--- config.mk ---
export PLATFORM = sky130hd
export DESIGN_NAME = apb_regfile_slave_flat
export DESIGN_NICKNAME = d
export VERILOG_FILES = /design/src/rtl/apb_regfile_slave_if.sv /design/src/rtl/apb_regfile_slave.sv /design/src/flat_wrapper.sv
export SDC_FILE = /design/constraint.sdc
export NUM_CORES = 1
export LEC_CHECK = 0
export CORE_MARGIN = 5
export CORE_UTILIZATION = 25
export CTS_CLUSTER_DIAMETER = 50
export DETAILED_ROUTE_END_ITERATION = 16
export PLACE_DENSITY = 0.38
export SLEW_MARGIN = 15
export SYNTH_ARGS = -nofsm -noshare
export SYNTH_HDL_FRONTEND = slang
export SYNTH_SLANG_ARGS = --single-unit
--- constraint.sdc ---
create_clock -name clk -period 9.9 [get_ports clk]
set_input_delay 1.485 -clock clk [delete_from_list [all_inputs] [get_ports clk]]
set_output_delay 1.485 -clock clk [all_outputs]
set_load 0.03 [all_outputs]
--- src/rtl/apb_regfile_slave_if.sv ---
// APB completer-side bus bundle for apb_regfile_slave; the master modport drives
// the request, the slave modport returns the response.
interface apb_regfile_slave_if #(
  parameter int ADDR_WIDTH = 32,
  parameter int DATA_WIDTH = 32
);
  logic                  psel_i;
  logic                  penable_i;
  logic                  pwrite_i;
  logic [ADDR_WIDTH-1:0] paddr_i;
  logic [DATA_WIDTH-1:0] pwdata_i;
  logic [DATA_WIDTH-1:0] prdata_o;
  logic                  pready_o;
  logic                  pslverr_o;

  modport master (
    output psel_i, penable_i, pwrite_i, paddr_i, pwdata_i,
    input  prdata_o, pready_o, pslverr_o
  );

  modport slave (
    input  psel_i, penable_i, pwrite_i, paddr_i, pwdata_i,
    output prdata_o, pready_o, pslverr_o
  );
endinterface

--- src/rtl/apb_regfile_slave.sv ---
// APB register-file completer: ID/CTRL/STATUS/scratch registers, mailbox FIFO,
// programmable wait states and pslverr. Define APB_SLV_IRQ_EN for CTRL.IRQEN and irq_o.
//
// state  | meaning
// IDLE   | no transfer in progress, waiting for a setup phase
// ACCESS | access phase; cnt counts remaining wait states, completes at cnt==0
module apb_regfile_slave #(
  parameter int                    ADDR_WIDTH     = 32,
  parameter int                    DATA_WIDTH     = 32,
  parameter int                    FIFO_DEPTH_LG2 = 3,
  parameter logic [DATA_WIDTH-1:0] ID_VALUE       = 32'hA9B0_0001,
  parameter logic [3:0]            RESET_WAIT     = 4'd0
) (
  input  logic                clk,
  input  logic                rst,
  apb_regfile_slave_if.slave  apb
`ifdef APB_SLV_IRQ_EN
  ,
  output logic                irq_o
`endif
);
  localparam int DEPTH = 2 ** FIFO_DEPTH_LG2;
  localparam logic [FIFO_DEPTH_LG2:0]   FULL_CNT = {1'b1, {FIFO_DEPTH_LG2{1'b0}}};
  localparam logic [FIFO_DEPTH_LG2:0]   CNT_ONE  = 1;
  localparam logic [FIFO_DEPTH_LG2-1:0] PTR_ONE  = 1;

  typedef enum logic {S_IDLE, S_ACCESS} state_t;

  state_t                    state;
  logic [3:0]                cnt;
  logic [3:0]                ctrl_wait;
`ifdef APB_SLV_IRQ_EN
  logic                      ctrl_irqen;
`endif
  logic [DATA_WIDTH-1:0]     scratch [4];
  logic [DATA_WIDTH-1:0]     fifo_mem [DEPTH];
  logic [FIFO_DEPTH_LG2-1:0] rd_ptr;
  logic [FIFO_DEPTH_LG2-1:0] wr_ptr;
  logic [FIFO_DEPTH_LG2:0]   fifo_count;

  logic                  fifo_full;
  logic                  fifo_empty;
  logic [9:0]            off;
  logic [DATA_WIDTH-1:0] rd_val;
  logic [DATA_WIDTH-1:0] ctrl_rd;
  logic [DATA_WIDTH-1:0] status_rd;
  logic                  acc_err;
  logic                  done;
  logic                  commit;
  logic                  unused_addr;

  assign fifo_full   = (fifo_count == FULL_CNT);
  assign fifo_empty  = (fifo_count == '0);
  assign off         = apb.paddr_i[11:2];
  assign unused_addr = ^{apb.paddr_i[ADDR_WIDTH-1:12], apb.paddr_i[1:0]};

  always_comb begin
    ctrl_rd        = '0;
    ctrl_rd[3:0]   = ctrl_wait;
`ifdef APB_SLV_IRQ_EN
    ctrl_rd[8]     = ctrl_irqen;
`endif
    status_rd                   = '0;
    status_rd[FIFO_DEPTH_LG2:0] = fifo_count;
    status_rd[16]               = fifo_full;
    status_rd[17]               = fifo_empty;
  end

  // Read value and error are decoded from pre-update register state.
  always_comb begin
    rd_val  = '0;
    acc_err = 1'b0;
    case (off)
      10'h000: if (apb.pwrite_i) acc_err = 1'b1; else rd_val = ID_VALUE;
      10'h001: rd_val = ctrl_rd;
      10'h002: if (apb.pwrite_i) acc_err = 1'b1; else rd_val = status_rd;
      10'h003: begin
        acc_err = apb.pwrite_i ? fifo_full : fifo_empty;
        rd_val  = fifo_mem[rd_ptr];
      end
      10'h004, 10'h005, 10'h006, 10'h007: rd_val = scratch[off[1:0]];
      default: acc_err = 1'b1;
    endcase
  end

  assign done          = (state == S_ACCESS) && (cnt == 4'd0) && apb.psel_i;
  assign commit        = done && !acc_err && !rst;
  assign apb.pready_o  = done;
  assign apb.pslverr_o = done && acc_err;
  assign apb.prdata_o  = (done && !apb.pwrite_i && !acc_err) ? rd_val : '0;

  always_ff @(posedge clk) begin
    if (rst) begin
      state      <= S_IDLE;
      cnt        <= 4'd0;
      ctrl_wait  <= RESET_WAIT;
`ifdef APB_SLV_IRQ_EN
      ctrl_irqen <= 1'b0;
`endif
      for (int i = 0; i < 4; i++) scratch[i] <= '0;
      rd_ptr     <= '0;
      wr_ptr     <= '0;
      fifo_count <= '0;
    end else begin
      case (state)
        S_IDLE: begin
          if (apb.psel_i && !apb.penable_i) begin
            state <= S_ACCESS;
            cnt   <= ctrl_wait;
          end
        end
        S_ACCESS: begin
          if (!apb.psel_i)        state <= S_IDLE;
          else if (cnt != 4'd0)   cnt   <= cnt - 4'd1;
          else                    state <= S_IDLE;
        end
        default: state <= S_IDLE;
      endcase

      if (commit && apb.pwrite_i) begin
        case (off)
          10'h001: begin
            ctrl_wait  <= apb.pwdata_i[3:0];
`ifdef APB_SLV_IRQ_EN
            ctrl_irqen <= apb.pwdata_i[8];
`endif
          end
          10'h003: begin
            fifo_mem[wr_ptr] <= apb.pwdata_i;
            wr_ptr           <= wr_ptr + PTR_ONE;
            fifo_count       <= fifo_count + CNT_ONE;
          end
          10'h004, 10'h005, 10'h006, 10'h007: scratch[off[1:0]] <= apb.pwdata_i;
          default: ;
        endcase
      end

      if (commit && !apb.pwrite_i && off == 10'h003) begin
        rd_ptr     <= rd_ptr + PTR_ONE;
        fifo_count <= fifo_count - CNT_ONE;
      end
    end
  end

`ifdef APB_SLV_IRQ_EN
  always_ff @(posedge clk) begin
    if (rst) irq_o <= 1'b0;
    else     irq_o <= ctrl_irqen & ~fifo_empty;
  end
`endif
endmodule
--- src/flat_wrapper.sv ---
// flat-port wrapper written by rule: the top's interface ports become plain ports
module apb_regfile_slave_flat 
#(
  parameter int                    ADDR_WIDTH     = 32,
  parameter int                    DATA_WIDTH     = 32,
  parameter int                    FIFO_DEPTH_LG2 = 3,
  parameter logic [DATA_WIDTH-1:0] ID_VALUE       = 32'hA9B0_0001,
  parameter logic [3:0]            RESET_WAIT     = 4'd0
)
  (clk, rst, apb_psel_i, apb_penable_i, apb_pwrite_i, apb_paddr_i, apb_pwdata_i, apb_prdata_o, apb_pready_o, apb_pslverr_o);
  apb_regfile_slave_if #(.ADDR_WIDTH(ADDR_WIDTH), .DATA_WIDTH(DATA_WIDTH)) apb_i ();
  input  logic clk;
  input  logic rst;
  input wire logic [$bits(apb_i.psel_i)-1:0] apb_psel_i;
  input wire logic [$bits(apb_i.penable_i)-1:0] apb_penable_i;
  input wire logic [$bits(apb_i.pwrite_i)-1:0] apb_pwrite_i;
  input wire logic [$bits(apb_i.paddr_i)-1:0] apb_paddr_i;
  input wire logic [$bits(apb_i.pwdata_i)-1:0] apb_pwdata_i;
  output wire logic [$bits(apb_i.prdata_o)-1:0] apb_prdata_o;
  output wire logic [$bits(apb_i.pready_o)-1:0] apb_pready_o;
  output wire logic [$bits(apb_i.pslverr_o)-1:0] apb_pslverr_o;
  assign apb_i.psel_i = apb_psel_i;
  assign apb_i.penable_i = apb_penable_i;
  assign apb_i.pwrite_i = apb_pwrite_i;
  assign apb_i.paddr_i = apb_paddr_i;
  assign apb_i.pwdata_i = apb_pwdata_i;
  assign apb_prdata_o = apb_i.prdata_o;
  assign apb_pready_o = apb_i.pready_o;
  assign apb_pslverr_o = apb_i.pslverr_o;
  apb_regfile_slave #(.ADDR_WIDTH(ADDR_WIDTH), .DATA_WIDTH(DATA_WIDTH), .FIFO_DEPTH_LG2(FIFO_DEPTH_LG2), .ID_VALUE(ID_VALUE), .RESET_WAIT(RESET_WAIT)) u_core (.clk(clk), .rst(rst), .apb(apb_i));
endmodule
==> results by group <==
Status
  • Status: completed

Route
  • Post-route ant nets: 0
  • DRC violations left: 0
  • Vias post-DR: roughly 9400
  • Routed length per placed instance: roughly 23 um
  • Final wirelength: roughly 48 mm
  • First-pass DRT Iterations: 7
  • 1st-iter DRT viols: 581
  • DR vias/cell: between 4 and 5

Timing
  • Setup Skew: approximately 22 ps
  • Final hold viol count: 0
  • Slew @ Worst Pin: between 900 and 1000 ps
  • RSZ-0062 raised after global routing: false
  • Fin crit share: 0.6319
  • Relative slew margins: 0.3624
  • Worst hold slack: 509.9 ps
  • Max Fclk: 159.8 MHz
  • Final setup violation count: 0
  • Final min period: around 6300 ps
  • Final slew viol count: 0
  • Setup_tns: 0 ps

Die
  • Die Height: 270.7 um
  • Row cnt: 95
  • Core box area: 67280 um2
  • Ports: between 100 and 150
  • Die area: around 73000 um2
  • Die Wd: around 270 um
  • Starting density of the core: 0.2526

Placement
  • Number of cells after detailed placement: about 2000
  • GPL Wtd Cong: ~0.7
  • Hpwl dp: 27.54 mm
  • Buffers on Ports: 80

Synth
  • Synth Instances: 1023
  • Mux contribution to synthesized area: 0.1498
  • Commonest register cell after synthesis: edfxtp_1
  • Number of synthesized flops with an enable pin: 384
  • Synth top area share: 0.6786
  • Post-Synth Adder-Cell Area: 0.005596
  • #FFs+latches synth: a little over 400
  • Syn Nets: 1099
  • Xor-xnor portion of the synthesized cell area: 0.001031
  • Ys Warns: 0
  • Main combinational cell family by area after synthesis: multiplexers
  • Distinct cells, synth: a little under 60
  • Post-synth top area cell: edfxtp_1
  • Area of the mapped netlist: 16990 um2
  • Asr flop ratio synth: 0
  • Register area share after synthesis: 0.7045
  • Complex-gate fraction of the synthesized area: 0.03144
  • Synth area leaders: edfxtp_1, mux4_2, nor2_1, dfxtp_1, mux2_2
  • Simple-Gate Fraction of Synth Area: 0.09035
  • Mean post-synth cell area: between 15 and 20 um2

CTS
  • CTS Buf Count: 56
  • Post-CTS setup buffer count: 0
  • Worst skew pair latency: about 590 ps
  • CTS Sinks: ~410
  • Post-CTS Resized: 0
  • Clock tree from TritonCTS: built
  • H-tree Lvls: 2
  • Clock Tree Root: clkbuf_16
  • CTS hold repair buffers: 0
  • Bufs on Longest Clock Path: 3
  • Worst-path clk slew: 50 ps

Global routing
  • Vias in the first global route: ~10000
  • Initial antenna violation count: 0
  • Largest net degree at the start of global routing: 55
  • First-pass GRT wire length: 70.87 mm
  • Grt total ovfl: 0
  • Total GRT Usage: 0.1299

Finish
  • Post-layout util: 0.3082
  • Syn-to-layout area delta: 22.02%
  • Reg area: 11980 um2
  • Most common cell after layout, fill and taps aside: edfxtp_1
  • Layout fillers: around 6600
  • Most frequent cells in the layout: edfxtp_1, nor2_1, mux4_2, clkdlybuf4s50_1, clkbuf_16
  • Nets: approximately 1200
  • Fraction of layout cells with a size suffix above 1: 0.2194
  • Diodes inserted: 0
  • Non-Filler Instances: approximately 2000
  • Multi-input combinational cell area: around 4800 um2

Hold path
  • Hold WC Path Type: register to register
  • Hold Path Depth: 2
  • Hold Startpoint: u_core.rd_ptr[0]

Worst setup path
  • Critical path type: input port to output port
  • Worst r2r dst: u_core.fifo_mem[3][27]
  • CP startpoint kind: input port
  • R2R setup slack: between 6000 and 7000 ps
  • Arr. time, crit path: approximately 4800 ps
  • R2r startpoint: u_core.cnt[0]
  • Crit end category: output port
  • CP Max Fanout: 36
  • Reg2Reg Depth: 8
  • Critical Path RT: 8420 ps

Power
  • Power Dens Cells: between 150 and 200 nW/um2
  • VDD IR max: approximately 0.12 mV
  • Static Leak: ~6.4 nW

Run
  • Max Cap Viol: 0
flip-flops by register name, summed over array words and instances (netlist names), named ones only:
signal and cells:
u_core.fifo_count 4, u_core.cnt 4, u_core.ctrl_wait 4, u_core.rd_ptr 3
u_core.state 1, u_core.fifo_mem 256, u_core.wr_ptr 3, u_core.scratch 128
final cells by class:
cell class | count | area share
Clock buffer | 66 | 0.07042
Clock inverter | 38 | 0.01702
Inverter | 8 | 0.001448
Multi-Input combinational cell | 547 | 0.2315
Sequential cell | 406 | 0.5778
Tap cell | 873 | 0.05268
Timing Repair Buffer | 111 | 0.04912
stage by stage:
stage          total power, W  setup slack [ps]  instance area (um2)
2_1_floorplan        0.001997              3416                16990
3_3_place_gp         0.002061              3564                18920
5_1_grt              0.004124              3329                20730
4_1_cts              0.004038              3552                20730
6_report             0.003979              3644                20730
3_5_place_dp         0.002063              3580                18920
where the power goes:
part	total (W)	internal [W]	switching (W)	leakage, nW
clock network	0.00195	0.00119	0.000765	0.877
logic	0.000124	0.0000453	0.0000782	1.74
registers	0.00190	0.00189	0.00000767	3.81
total	0.00398	0.00313	0.000851	6.43
worst max-delay path, cell delays in order:
cell and delay [ps]:
clkdlybuf4s50_1 770, nand3b_1 500, nor3_4 210, buf_4 560
a22oi_1 250, nor2_1 240, clkdlybuf4s50_1 720
worst max path at each step:
stage	startpoint	endpoint	slack (ps)	cells after the start
final	apb_paddr_i[4]	apb_prdata_o[6]	3640	7
after global routing	apb_paddr_i[2]	apb_prdata_o[6]	3330	8
after CTS	apb_paddr_i[2]	apb_prdata_o[6]	3550	8
after detailed placement	apb_paddr_i[2]	apb_prdata_o[6]	3580	8
after global placement	apb_paddr_i[2]	apb_prdata_o[6]	3560	8
after floorplan	apb_paddr_i[8]	u_core.fifo_mem[0][0]	3420	4
cell usage after synthesis, drive strengths merged, types with 12 or more instances:
master	n
buf	25
a31oi	12
mux4	85
a21oi	12
clkbuf	37
edfxtp	384
a22oi	26
dfxtp	22
mux2	33
nand3	17
nand2	30
mux2i	26
nor2	168
nand2b	45
logic make-up after synthesis:
| group | after synthesis |
|---|---|
| AOI/OAI and AO/OA | 76 |
| xor gates and xnor gates | 2 |
| adders and majority gates | 7 |
| buffers and inverters | 70 |
| DFF | 406 |
| muxes | 144 |
| and+or+nand+nor | 318 |
metal layers:
layer | vias to the layer above | global-route usage | routed length [um]
met5 | - | 0 | 0
met4 | 0 | 0.03410 | 871
met3 | 59 | 0.02162 | 1799
met2 | 183 | 0.2193 | 23520
met1 | 4886 | 0.1746 | 21940
li1 | 4234 | - | -
Power figures use the tool's default switching activity.
